<file path="src/rtl/clk_seq_pkg.sv">
// Shared definitions for the phase-programmable clock sequencer:
// minimum divide ratio and the channel / ratio-change state encodings.
package clk_seq_pkg;

   localparam int MIN_DIV = 2;

   typedef enum logic [1:0] {
      CH_IDLE  = 2'd0,
      CH_RUN   = 2'd1,
      CH_DRAIN = 2'd2
   } ch_state_t;

   typedef enum logic {
      DIV_RUN     = 1'b0,
      DIV_PENDING = 1'b1
   } div_state_t;

endpackage

</file>
<file path="src/rtl/clk_phase_channel.sv">
// One divided-clock channel: phase compare against the shared counter, an
// enable FSM that only starts or stops on whole high phases, and output/rise registers.
module clk_phase_channel
   import clk_seq_pkg::*;
#(
   parameter int DIV_W = 4
) (
   input  logic             clock,
   input  logic             reset,
   input  logic             stall,
   input  logic [DIV_W-1:0] cnt,
   input  logic [DIV_W-1:0] div_active,
   input  logic             en,
   input  logic             invert,
   input  logic [DIV_W-1:0] offset,
   output logic             clk_out,
   output logic             rise
);

   logic [DIV_W:0] div_x;
   logic [DIV_W:0] off_x;
   logic [DIV_W:0] sum;
   logic [DIV_W:0] ph;
   logic [DIV_W:0] half;
   logic           raw;
   ch_state_t      state;
   ch_state_t      state_nxt;
   logic           out_nxt;
   logic           rise_nxt;

   // Odd ratios round the high half up, so the extra cycle lands in the high phase.
   always_comb begin
      div_x = {1'b0, div_active};
      off_x = (offset >= div_active) ? '0 : {1'b0, offset};
      sum   = {1'b0, cnt} + div_x - off_x;
      ph    = (sum >= div_x) ? (sum - div_x) : sum;
      half  = (div_x + (DIV_W+1)'(1)) >> 1;
      raw   = (ph < half);
   end

   always_comb begin
      state_nxt = state;
      case (state)
         CH_IDLE:  if (en && (ph == '0)) state_nxt = CH_RUN;
         CH_RUN:   if (!en) state_nxt = raw ? CH_DRAIN : CH_IDLE;
         CH_DRAIN: begin
            if (en)       state_nxt = CH_RUN;
            else if (!raw) state_nxt = CH_IDLE;
         end
         default:  state_nxt = CH_IDLE;
      endcase
      out_nxt  = (state_nxt == CH_IDLE) ? invert : (raw ^ invert);
      rise_nxt = (state_nxt != CH_IDLE) && out_nxt && !clk_out;
   end

   always_ff @(posedge clock or negedge reset) begin
      if (!reset) begin
         state   <= CH_IDLE;
         clk_out <= 1'b0;
         rise    <= 1'b0;
      end else if (stall) begin
         rise    <= 1'b0;
      end else begin
         state   <= state_nxt;
         clk_out <= out_nxt;
         rise    <= rise_nxt;
      end
   end

endmodule

</file>
<file path="src/rtl/clk_phase_sequencer.sv">
// Multi-channel divided clock generator: shared phase counter, ratio-change
// FSM applying new ratios only at period boundaries, and one channel per output.
module clk_phase_sequencer
   import clk_seq_pkg::*;
#(
   parameter int NUM_CH      = 4,
   parameter int DIV_W       = 4,
   parameter int DEFAULT_DIV = 4
) (
   input  logic                    clock,
   input  logic                    reset,
   input  logic [DIV_W-1:0]        div_ratio,
   input  logic                    div_load,
   output logic                    div_ack,
   output logic [DIV_W-1:0]        div_active,
   input  logic                    stall,
   input  logic [NUM_CH-1:0]       ch_en,
   input  logic [NUM_CH-1:0]       ch_invert,
   input  logic [NUM_CH*DIV_W-1:0] ch_offset,
   output logic [NUM_CH-1:0]       ch_clk_out,
   output logic [NUM_CH-1:0]       ch_rise
);

   logic [DIV_W-1:0] cnt;
   logic [DIV_W-1:0] cnt_nxt;
   logic [DIV_W-1:0] div_nxt;
   logic [DIV_W-1:0] pend_div;
   logic [DIV_W-1:0] pend_nxt;
   logic [DIV_W-1:0] req_div;
   logic             ack_nxt;
   logic             wrap;
   div_state_t       gstate;
   div_state_t       gstate_nxt;

   assign req_div = (div_ratio < DIV_W'(MIN_DIV)) ? DIV_W'(MIN_DIV) : div_ratio;
   assign wrap    = (cnt == (div_active - DIV_W'(1)));

   // A load arriving on the boundary cycle wins over the older pending value.
   always_comb begin
      gstate_nxt = gstate;
      cnt_nxt    = cnt;
      div_nxt    = div_active;
      pend_nxt   = pend_div;
      ack_nxt    = 1'b0;
      if (!stall) cnt_nxt = wrap ? '0 : (cnt + DIV_W'(1));
      if (div_load) begin
         pend_nxt   = req_div;
         gstate_nxt = DIV_PENDING;
      end
      if (!stall && (gstate == DIV_PENDING) && wrap) begin
         div_nxt    = div_load ? req_div : pend_div;
         cnt_nxt    = '0;
         ack_nxt    = 1'b1;
         gstate_nxt = DIV_RUN;
      end
   end

   always_ff @(posedge clock or negedge reset) begin
      if (!reset) begin
         gstate     <= DIV_RUN;
         cnt        <= '0;
         div_active <= DIV_W'(DEFAULT_DIV);
         pend_div   <= '0;
         div_ack    <= 1'b0;
      end else begin
         gstate     <= gstate_nxt;
         cnt        <= cnt_nxt;
         div_active <= div_nxt;
         pend_div   <= pend_nxt;
         div_ack    <= ack_nxt;
      end
   end

   for (genvar i = 0; i < NUM_CH; i++) begin : g_ch
      clk_phase_channel #(.DIV_W(DIV_W)) u_ch (
         .clock      (clock),
         .reset      (reset),
         .stall      (stall),
         .cnt        (cnt),
         .div_active (div_active),
         .en         (ch_en[i]),
         .invert     (ch_invert[i]),
         .offset     (ch_offset[i*DIV_W +: DIV_W]),
         .clk_out    (ch_clk_out[i]),
         .rise       (ch_rise[i])
      );
   end

endmodule
</file>
<file path="config.mk">
export PLATFORM = sky130hd
export DESIGN_NAME = clk_phase_sequencer
export DESIGN_NICKNAME = d
export VERILOG_FILES = /design/src/rtl/clk_seq_pkg.sv /design/src/rtl/clk_phase_channel.sv /design/src/rtl/clk_phase_sequencer.sv
export SDC_FILE = /design/constraint.sdc
export NUM_CORES = 1
export LEC_CHECK = 0
export BUFFER_PORTS_ARGS = -buffer_cell sky130_fd_sc_hd__buf_2
export CORE_ASPECT_RATIO = 0.8
export CORE_MARGIN = 2
export CORE_UTILIZATION = 45
export CTS_BUF_LIST = sky130_fd_sc_hd__clkbuf_4
export DETAILED_ROUTE_END_ITERATION = 6
export PLACE_DENSITY = 0.7
export SYNTH_ARGS = -nofsm -noshare
export SYNTH_HDL_FRONTEND = slang
export SYNTH_SLANG_ARGS = --single-unit
</file>
<file path="constraint.sdc">
create_clock -name clock -period 14.3 [get_ports clock]
set_input_delay 2.145 -clock clock [delete_from_list [all_inputs] [get_ports clock]]
set_output_delay 2.145 -clock clock [all_outputs]
set_load 0.05 [all_outputs]
</file>
==> impl_metrics.py, run 1 <==
metrics = {
    "synthesis": {
        "synthCells": 489,
        "synthTopCellsByCount": "ha_1, nor2_1, nand2_1",
        "yosysMostFrequentCell": "ha_1",
        "synth.avg_cell_area_um2": 8.37,
        "ys_types": 70,
        "ys_warn_count": 0,
        "ys_top_cells_by_area": "ha_1, dfrtp_1, nor2_1",
        "ys_seq_elements": 30,
        "synth_top_area_cell": "ha_1",
        "synth_top_area_share_pct": 20.5,
        "syn-num-nets": 597,
        "ys_seq_area_share_pct": 18.4,
        "synth_ff_type": "dfrtp_1",
        "async_flop_share_pct": 100,
        "netlist_area_um2": 4090,
        "synth_edf_count": 0,
    },
    "routing": {
        "drt_pass1_iterations": 4,
        "drt_iter0_drc": 143,
        "num_vias": 3600,
        "detail-route-antenna-nets": 0,
        "wirelength_um": 9120,
        "drc": 0,
        "routed_via_density": 5.59,
        "wl_per_cell_um": 14.2,
    },
    "clock_tree": {
        "clock_path_buffers": 2,
        "clk_pin_slew_worst_paths_ns": 0.09,
        "cts_buffers": 5,
        "clock_latency_ns": 0.34,
        "clockRootBuffer": "clkbuf_4",
        "cts_tree": "yes",
        "cts_max_level": 2,
        "cts_sinks": 30,
        "cts.hold.buffers_added": 0,
        "postCtsSetupRepairBufs": 0,
        "post_cts_resized": 0,
    },
    "floorplanning": {
        "start_util_pct": 45.7,
        "core_um2": 8960,
        "pin_count": 45,
        "chipHeight_um": 89.3,
        "num_rows": 31,
        "die_width_um": 111,
        "dieArea_um2": 9880,
    },
    "setup_path": {
        "path_max_fanout": 5,
        "cp.required_ns": 14.53,
        "cp-end-kind": "register",
        "worstReg2RegStart": "div_active[1]$_DFFE_PN0P_",
        "r2r_slack_ns": 8.00,
        "startpoint": "ch_offset[4]",
        "r2r_end": "g_ch[1].u_ch.rise$_DFF_PN0_",
        "start_kind": "primary input",
        "cp.arrival_ns": 7.34,
        "crit_type": "primary input to register",
        "r2r_cells": 25,
    },
    "run_status": {
        "status": "completed",
    },
    "placed_design": {
        "hpwl_um": 7480,
        "routabilityCongestion": 0.865,
        "portBuffers": 44,
    },
    "cells_and_area": {
        "nNetsFinal": 636,
        "layout-drive-gt1-share_pct": 14.2,
        "diodes": 0,
        "final_core_util_pct": 49.5,
        "syn_to_final_growth_pct": 8.38,
    },
    "job": {
        "maxCapViolCount": 0,
    },
    "timing": {
        "relSlewSlack_pct": 54.7,
        "skew_ns": 0.00697,
        "grt_setup_unrepaired": "no",
        "drv_slew": 0,
        "worstMarginPinSlew_ns": 0.679,
        "tns_ns": 0,
        "setup-violations-final": 0,
        "fin_crit_ns": 7.11,
        "fmax_mhz": 141,
        "hold_viol_final": 0,
        "post-route-period-util_pct": 49.7,
    },
    "global_routing": {
        "grt_pass1_vias": 3648,
        "track_usage_pct": 19.6,
        "overflow": 0,
        "antenna_found_initial": 0,
        "grt_pass1_wl_um": 16000,
        "grt_max_degree": 31,
    },
    "hold_path": {
        "hold_depth": 1,
        "holdPathEnd": "g_ch[3].u_ch.rise$_DFF_PN0_",
        "min_from": "g_ch[3].u_ch.clk_out$_DFFE_PN0N_",
        "min_path_type": "register to register",
    },
}
==> final cells by class <==
class / count / area, µm²
Inverter: 36 / 135
Timing Repair Buffer: 44 / 220
Clock inverter: 3 / 16.3
Sequential cell: 30 / 752
Clock buffer: 5 / 37.5
Tap cell: 115 / 144
Fill cell: 898 / 4530
Multi-Input combinational cell: 411 / 3130
==> placed cells by master (no fill, tap or decap), types with 5 or more instances in the layout <==
master	n
a21o_1	14
a21oi_1	34
and3_1	6
buf_2	44
clkbuf_4	5
dfrtp_1	29
fa_1	9
ha_1	67
inv_1	35
mux2_2	10
mux2i_1	10
nand2_1	47
nand2b_1	13
nand3_1	11
nor2_1	55
nor2b_1	8
nor3_1	7
o21ai_0	18
xnor2_1	12
xor2_1	19
==> critical path, stage by stage <==
cell,delay [ns]
buf_2,0.09
inv_1,0.04
ha_1,0.25
nand2b_1,0.13
a21o_1,0.17
a21o_1,0.17
a21oi_1,0.30
and2_1,0.20
ha_1,0.18
fa_1,0.46
inv_1,0.12
ha_1,0.24
nor2b_1,0.14
o31a_1,0.28
a211oi_1,0.33
nand2_1,0.20
nor2_1,0.14
a21oi_1,0.06
ha_1,0.30
nor2b_1,0.13
o21ai_0,0.15
nand2b_1,0.07
a21oi_1,0.14
o21ai_0,0.09
a211o_1,0.35
and3_1,0.21
o2111a_1,0.23
==> registers in the layout, indices dropped and copies added (netlist names) <==
register,flops
cnt,4
g_ch.u_ch.state,8
div_active,4
g_ch.u_ch.rise,4
g_ch.u_ch.clk_out,4
pend_div,4
div_ack,1
gstate,1
==> worst max-delay path by stage <==
stage / endpoint / slack (ns) / cells past startpoint
4_1_cts: g_ch[1].u_ch.rise$_DFF_PN0_ / 7.25 / 28
5_1_grt: g_ch[0].u_ch.rise$_DFF_PN0_ / 6.77 / 26
6_report: g_ch[1].u_ch.rise$_DFF_PN0_ / 7.19 / 27
2_1_floorplan: g_ch[0].u_ch.rise$_DFF_PN0_ / 7.43 / 25
3_5_place_dp: g_ch[1].u_ch.rise$_DFF_PN0_ / 6.89 / 27
3_3_place_gp: g_ch[0].u_ch.rise$_DFF_PN0_ / 7.12 / 26
==> layer usage <==
metal  track usage (%)  vias up  routed length (µm)  part of all wire, %
li1                  -     1815                   -                    -
met4              3.86        0                  66                 0.72
met2              36.6       62                4510                   49
met5                 0        -                   0                    0
met1              24.1     1715                4210                   46
met3              3.86        8                 346                  3.8
==> cells by family after synthesis <==
| kind of cell | count (synthesis) | share of synthesized area [%] |
|---|---|---|
| AND/OR/NAND/NOR | 170 | 19.8 |
| AO/OA/AOI/OAI | 111 | 18.9 |
| adder cells (fa/ha/maj) | 76 | 24.9 |
| buffers and inverters | 48 | 5.14 |
| XOR/XNOR | 33 | 7.43 |
| flip-flops | 30 | 18.4 |
| multiplexers | 21 | 5.47 |
==> per-stage QoR <==
stage,hold WS (ns),cells,setup slack (ns),cell area [µm²]
final,0.468,644,7.19,4430
after global routing,0.485,644,6.77,4430
after CTS,0.473,644,7.25,4430
after detailed placement,0.460,636,6.89,4380
after global placement,0.454,636,7.12,4380
after floorplan,0.432,489,7.43,4090
Power of run 1 is not shown: default switching activity piles up to over one toggle a cycle in this logic, so the estimate is an artifact.
==> run 2: changes to the inputs <==
clock period = 7.1 ns   (was 14.3 ns; I/O delays follow)
==> impl_metrics.py, run 2 (synthesis gave the netlist of run 1 again) <==
metrics = {
    "run_status": {
        "status": "completed",
    },
    "timing": {
        "post-route-period-util_pct": 84.7,
        "setup-violations-final": 0,
        "whs_ns": 0.479,
        "fin_crit_ns": 6.02,
        "grt_setup_unrepaired": "no",
        "skew_ns": 0.0185,
        "worstMarginPinSlew_ns": 0.668,
        "hold_viol_final": 0,
        "tns_ns": 0,
        "fmax_mhz": 166,
        "drv_slew": 0,
        "relSlewSlack_pct": 55.4,
    },
    "setup_path": {
        "path_max_fanout": 6,
        "start_kind": "primary input",
        "cp.arrival_ns": 6.25,
        "crit_type": "primary input to register",
        "cp-end-kind": "register",
        "cp.required_ns": 7.33,
    },
    "routing": {
        "drt_pass1_iterations": 4,
        "num_vias": 3587,
        "wl_per_cell_um": 14.2,
        "route.met3.wl_um": 292,
        "drt_iter0_drc": 198,
        "drc": 0,
        "wl_met1_um": 4370,
        "detail-route-antenna-nets": 0,
        "wirelength_um": 9180,
        "dr.max_layer_used": "met4",
        "wl_met2_um": 4480,
        "routed_via_density": 5.55,
    },
    "clock_tree": {
        "cts.hold.buffers_added": 0,
        "clk_pin_slew_worst_paths_ns": 0.09,
        "clock_latency_ns": 0.35,
        "cts_max_level": 2,
        "post_cts_resized": 0,
        "cts_sinks": 30,
        "clock_path_buffers": 2,
        "cts_tree": "yes",
        "clockRootBuffer": "clkbuf_4",
        "postCtsSetupRepairBufs": 0,
        "cts_buffers": 5,
    },
    "cells_and_area": {
        "nNetsFinal": 638,
        "diodes": 0,
        "fillCellCount": 856,
        "layout-drive-gt1-share_pct": 14.7,
        "syn_to_final_growth_pct": 8.78,
        "layout_common_cells": "ha_1, nor2_1, nand2_1, buf_2, inv_1",
        "top_register": "g_ch.u_ch.state",
        "final_common_cell": "ha_1",
        "largest_reg_flops": 8,
    },
    "global_routing": {
        "grt_pass1_vias": 3517,
        "overflow": 0,
        "grt_pass1_wl_um": 15900,
        "track_usage_pct": 19.6,
        "antenna_found_initial": 0,
        "grt_max_degree": 31,
    },
    "floorplanning": {
        "num_rows": 31,
        "chipHeight_um": 89.3,
        "dieArea_um2": 9880,
        "die_width_um": 111,
        "start_util_pct": 45.7,
        "core_um2": 8960,
        "pin_count": 45,
    },
    "job": {
        "maxCapViolCount": 0,
    },
    "placed_design": {
        "hpwl_um": 7510,
        "portBuffers": 44,
        "routabilityCongestion": 0.884,
    },
    "hold_path": {
        "min_path_type": "register to register",
    },
}
[run 2: worst max-delay path: stages]
cell and delay [ns]:
buf_2 0.08, inv_1 0.03, ha_1 0.25, nand2b_1 0.14, a21o_1 0.17, a21o_1 0.16, a21oi_1 0.27, and2_1 0.19
ha_1 0.20, fa_1 0.45, inv_1 0.13, ha_1 0.25, nor2b_1 0.14, o31a_1 0.29, a211oi_2 0.28, nand2_1 0.18
nand2_1 0.11, o21ai_0 0.10, ha_1 0.32, nor2b_1 0.14, o21ai_0 0.18, nand2b_1 0.09, a211oi_1 0.27, o221ai_2 0.17
or2_1 0.25, a2111oi_2 0.35
[run 2: routing by layer]
| layer | GRT usage [%] | up-vias |
|---|---|---|
| met2 | 36.1 | 59 |
| met1 | 25.5 | 1708 |
| met4 | 1.70 | 0 |
| met3 | 3.46 | 5 |
| li1 | - | 1815 |
| met5 | 0 | - |
[run 2: path summary, 6_finish.rpt]
kind                                             startpoint                                end  slack (ns)  cells after the start
hold reg to reg            g_ch[3].u_ch.clk_out$_DFFE_PN0N_        g_ch[3].u_ch.rise$_DFF_PN0_        0.48                      1
setup / recovery                               ch_offset[0]        g_ch[0].u_ch.rise$_DFF_PN0_        1.08                     26
hold / removal             g_ch[3].u_ch.clk_out$_DFFE_PN0N_        g_ch[3].u_ch.rise$_DFF_PN0_        0.48                      1
setup reg to reg                  div_active[1]$_DFFE_PN0P_        g_ch[0].u_ch.rise$_DFF_PN0_        1.20                     24
min in group asynchronous                             reset  g_ch[2].u_ch.state[0]$_DFFE_PN0N_        0.74                      1
max in group asynchronous                             reset                 cnt[2]$_DFFE_PN0P_        5.91                      1
[run 2: cell type report]
type | count | area, µm² | area share (%)
Multi-Input combinational cell | 411 | 3130 | 70.3
Sequential cell | 30 | 752 | 16.9
Timing Repair Buffer | 46 | 235 | 5.29
Tap cell | 115 | 144 | 3.23
Inverter | 36 | 135 | 3.04
Clock buffer | 6 | 45.0 | 1.01
Clock inverter | 2 | 10.0 | 0.225
[run 2: through the flow]
stage	utilization (%)	instances	setup slack, ns	instance area [µm²]
3_3_place_gp	49.1	638	0.995	4400
4_1_cts	49.7	646	1.09	4450
2_1_floorplan	-	489	1.22	4090
3_5_place_dp	49.1	638	0.737	4400
6_report	49.7	646	1.08	4450
5_1_grt	49.7	646	0.612	4450
Power of run 2 is left out for the same reason.
==> run 3: changes to the inputs <==
PLACE_DENSITY = 0.72   (was 0.7)
clock period = 5.4 ns   (was 7.1 ns; I/O delays follow)
==> impl_metrics.py, run 3 (synthesis gave the netlist of run 1 again) <==
metrics = {
    "run_status": {
        "status": "completed",
    },
    "clock_tree": {
        "cts_sinks": 30,
        "clockRootBuffer": "clkbuf_4",
        "clock_latency_ns": 0.34,
        "cts.hold.buffers_added": 0,
        "cts_tree": "yes",
        "clock_path_buffers": 2,
        "clk_pin_slew_worst_paths_ns": 0.12,
        "cts_buffers": 5,
        "cts_max_level": 2,
    },
    "timing": {
        "fmax_mhz": 193,
        "drv_slew": 0,
        "worst_slack_ns": 0.229,
        "whs_ns": 0.487,
        "worstMarginPinSlew_ns": 0.687,
        "hold_viol_final": 0,
        "relSlewSlack_pct": 54.2,
        "setup-violations-final": 0,
        "post-route-period-util_pct": 95.8,
        "skew_ns": 0.0140,
        "fin_crit_ns": 5.17,
    },
    "floorplanning": {
        "dieArea_um2": 9880,
        "die_width_um": 111,
        "pin_count": 45,
        "start_util_pct": 45.7,
        "core_um2": 8960,
        "num_rows": 31,
        "chipHeight_um": 89.3,
    },
    "global_routing": {
        "track_usage_pct": 21.6,
        "antenna_found_initial": 0,
        "grt_max_degree": 31,
        "grt_pass1_wl_um": 17600,
        "overflow": 0,
        "grt_pass1_vias": 3948,
    },
    "setup_path": {
        "start_kind": "primary input",
        "cp.required_ns": 5.64,
        "cp.arrival_ns": 5.41,
        "max_stage_delay_ns": 0.43,
        "path_max_fanout": 5,
        "crit_type": "primary input to register",
        "r2r_cells": 23,
        "crit_chain": "buf_2 > inv_1 > ha_1 > nand2b_4 > a21o_1 > a21o_1 > a21oi_2 > and2_1 > ha_2 > fa_1 > inv_2 > ha_4 > nor2b_2 > o31a_1 > a211oi_2 > nand2_2 > buf_6 > mux2_2 > ha_1 > a211oi_2 > o221ai_2 > or2_1 > a2111oi_4",
        "cp_slowest_cell": "fa_1",
        "cp-end-kind": "register",
    },
    "placed_design": {
        "post-place-ws_ns": -0.325,
        "routabilityCongestion": 0.951,
        "dp_cells": 680,
        "portBuffers": 44,
        "hpwl_um": 8590,
    },
    "cells_and_area": {
        "top_register": "g_ch.u_ch.state",
        "syn_to_final_growth_pct": 24.3,
        "largest_reg_flops": 8,
        "final_core_util_pct": 56.8,
        "diodes": 0,
        "layout-drive-gt1-share_pct": 28.5,
        "layout.cells.non_filler": 705,
        "fillCellCount": 794,
        "layout_common_cells": "ha_1, buf_4, nor2_1, nand2_1, buf_2",
        "nNetsFinal": 697,
    },
    "routing": {
        "routed_via_density": 5.56,
        "drt_pass1_iterations": 4,
        "detail-route-antenna-nets": 0,
        "drt_iter0_drc": 210,
        "drc": 0,
        "wirelength_um": 10800,
        "wl_per_cell_um": 15.3,
        "num_vias": 3920,
    },
    "job": {
        "maxCapViolCount": 0,
    },
    "hold_path": {
        "min_path_type": "primary input to async pin",
    },
}
==> run 3: changes by cell type in the layout (fill, tap and decap cells not counted), sizes merged <==
cell,delta
buf,+59
inv,-1
clkinvlp,+2
clkbuf,-1
==> run 3: repair_timing <==
action,4_1_cts,5_1_grt
setup buffers,0,17
hold endpoints to repair,0,0
setup endpoints to repair,0,11
resized for setup,0,40
==> run 3: final cells by class <==
class	count	area, µm²	area share [%]
inverters	36	139	2.73
clock inverters	3	16.3	0.320
flip-flops and latches	30	757	14.9
clock buffers	5	37.5	0.738
well taps	115	144	2.83
repair buffers	105	682	13.4
multi-input cells	411	3310	65.1
==> run 3: critical path, delay by kind of cell <==
family,cells,cell delay [ns]
simple gates,5,0.81
compound gates,8,1.72
buf+inv,4,0.37
fa+ha+maj,5,1.42
mux,1,0.26
==> run 3: path summary, 6_finish.rpt <==
kind	end	startpoint	slack, ns
max	g_ch[0].u_ch.rise$_DFF_PN0_	ch_offset[0]	0.23
min	g_ch[0].u_ch.state[1]$_DFFE_PN0N_	reset	0.49
max reg2reg	g_ch[3].u_ch.rise$_DFF_PN0_	div_active[0]$_DFFE_PN0P_	0.27
min reg2reg	g_ch[3].u_ch.rise$_DFF_PN0_	g_ch[3].u_ch.clk_out$_DFFE_PN0N_	0.49
max in group asynchronous	div_active[1]$_DFFE_PN0P_	reset	4.39
min in group clock	g_ch[3].u_ch.rise$_DFF_PN0_	g_ch[3].u_ch.clk_out$_DFFE_PN0N_	0.49
==> run 3: metal layers <==
metal	GRT usage [%]	part of all wire (%)	vias to the layer above
li1	-	-	1939
met3	4.07	3.7	10
met1	25.2	44	1902
met5	0	0	-
met2	42.2	51	69
met4	4.32	0.51	0
==> run 3: metrics by stage <==
step	instance area, µm²	setup TNS [ns]
after floorplan	4110	-0.0170
after global placement	4730	-0.315
after detailed placement	4730	-1.51
after CTS	4780	0
after global routing	5090	-0.171
final	5090	0
Power of run 3 is left out for the same reason.
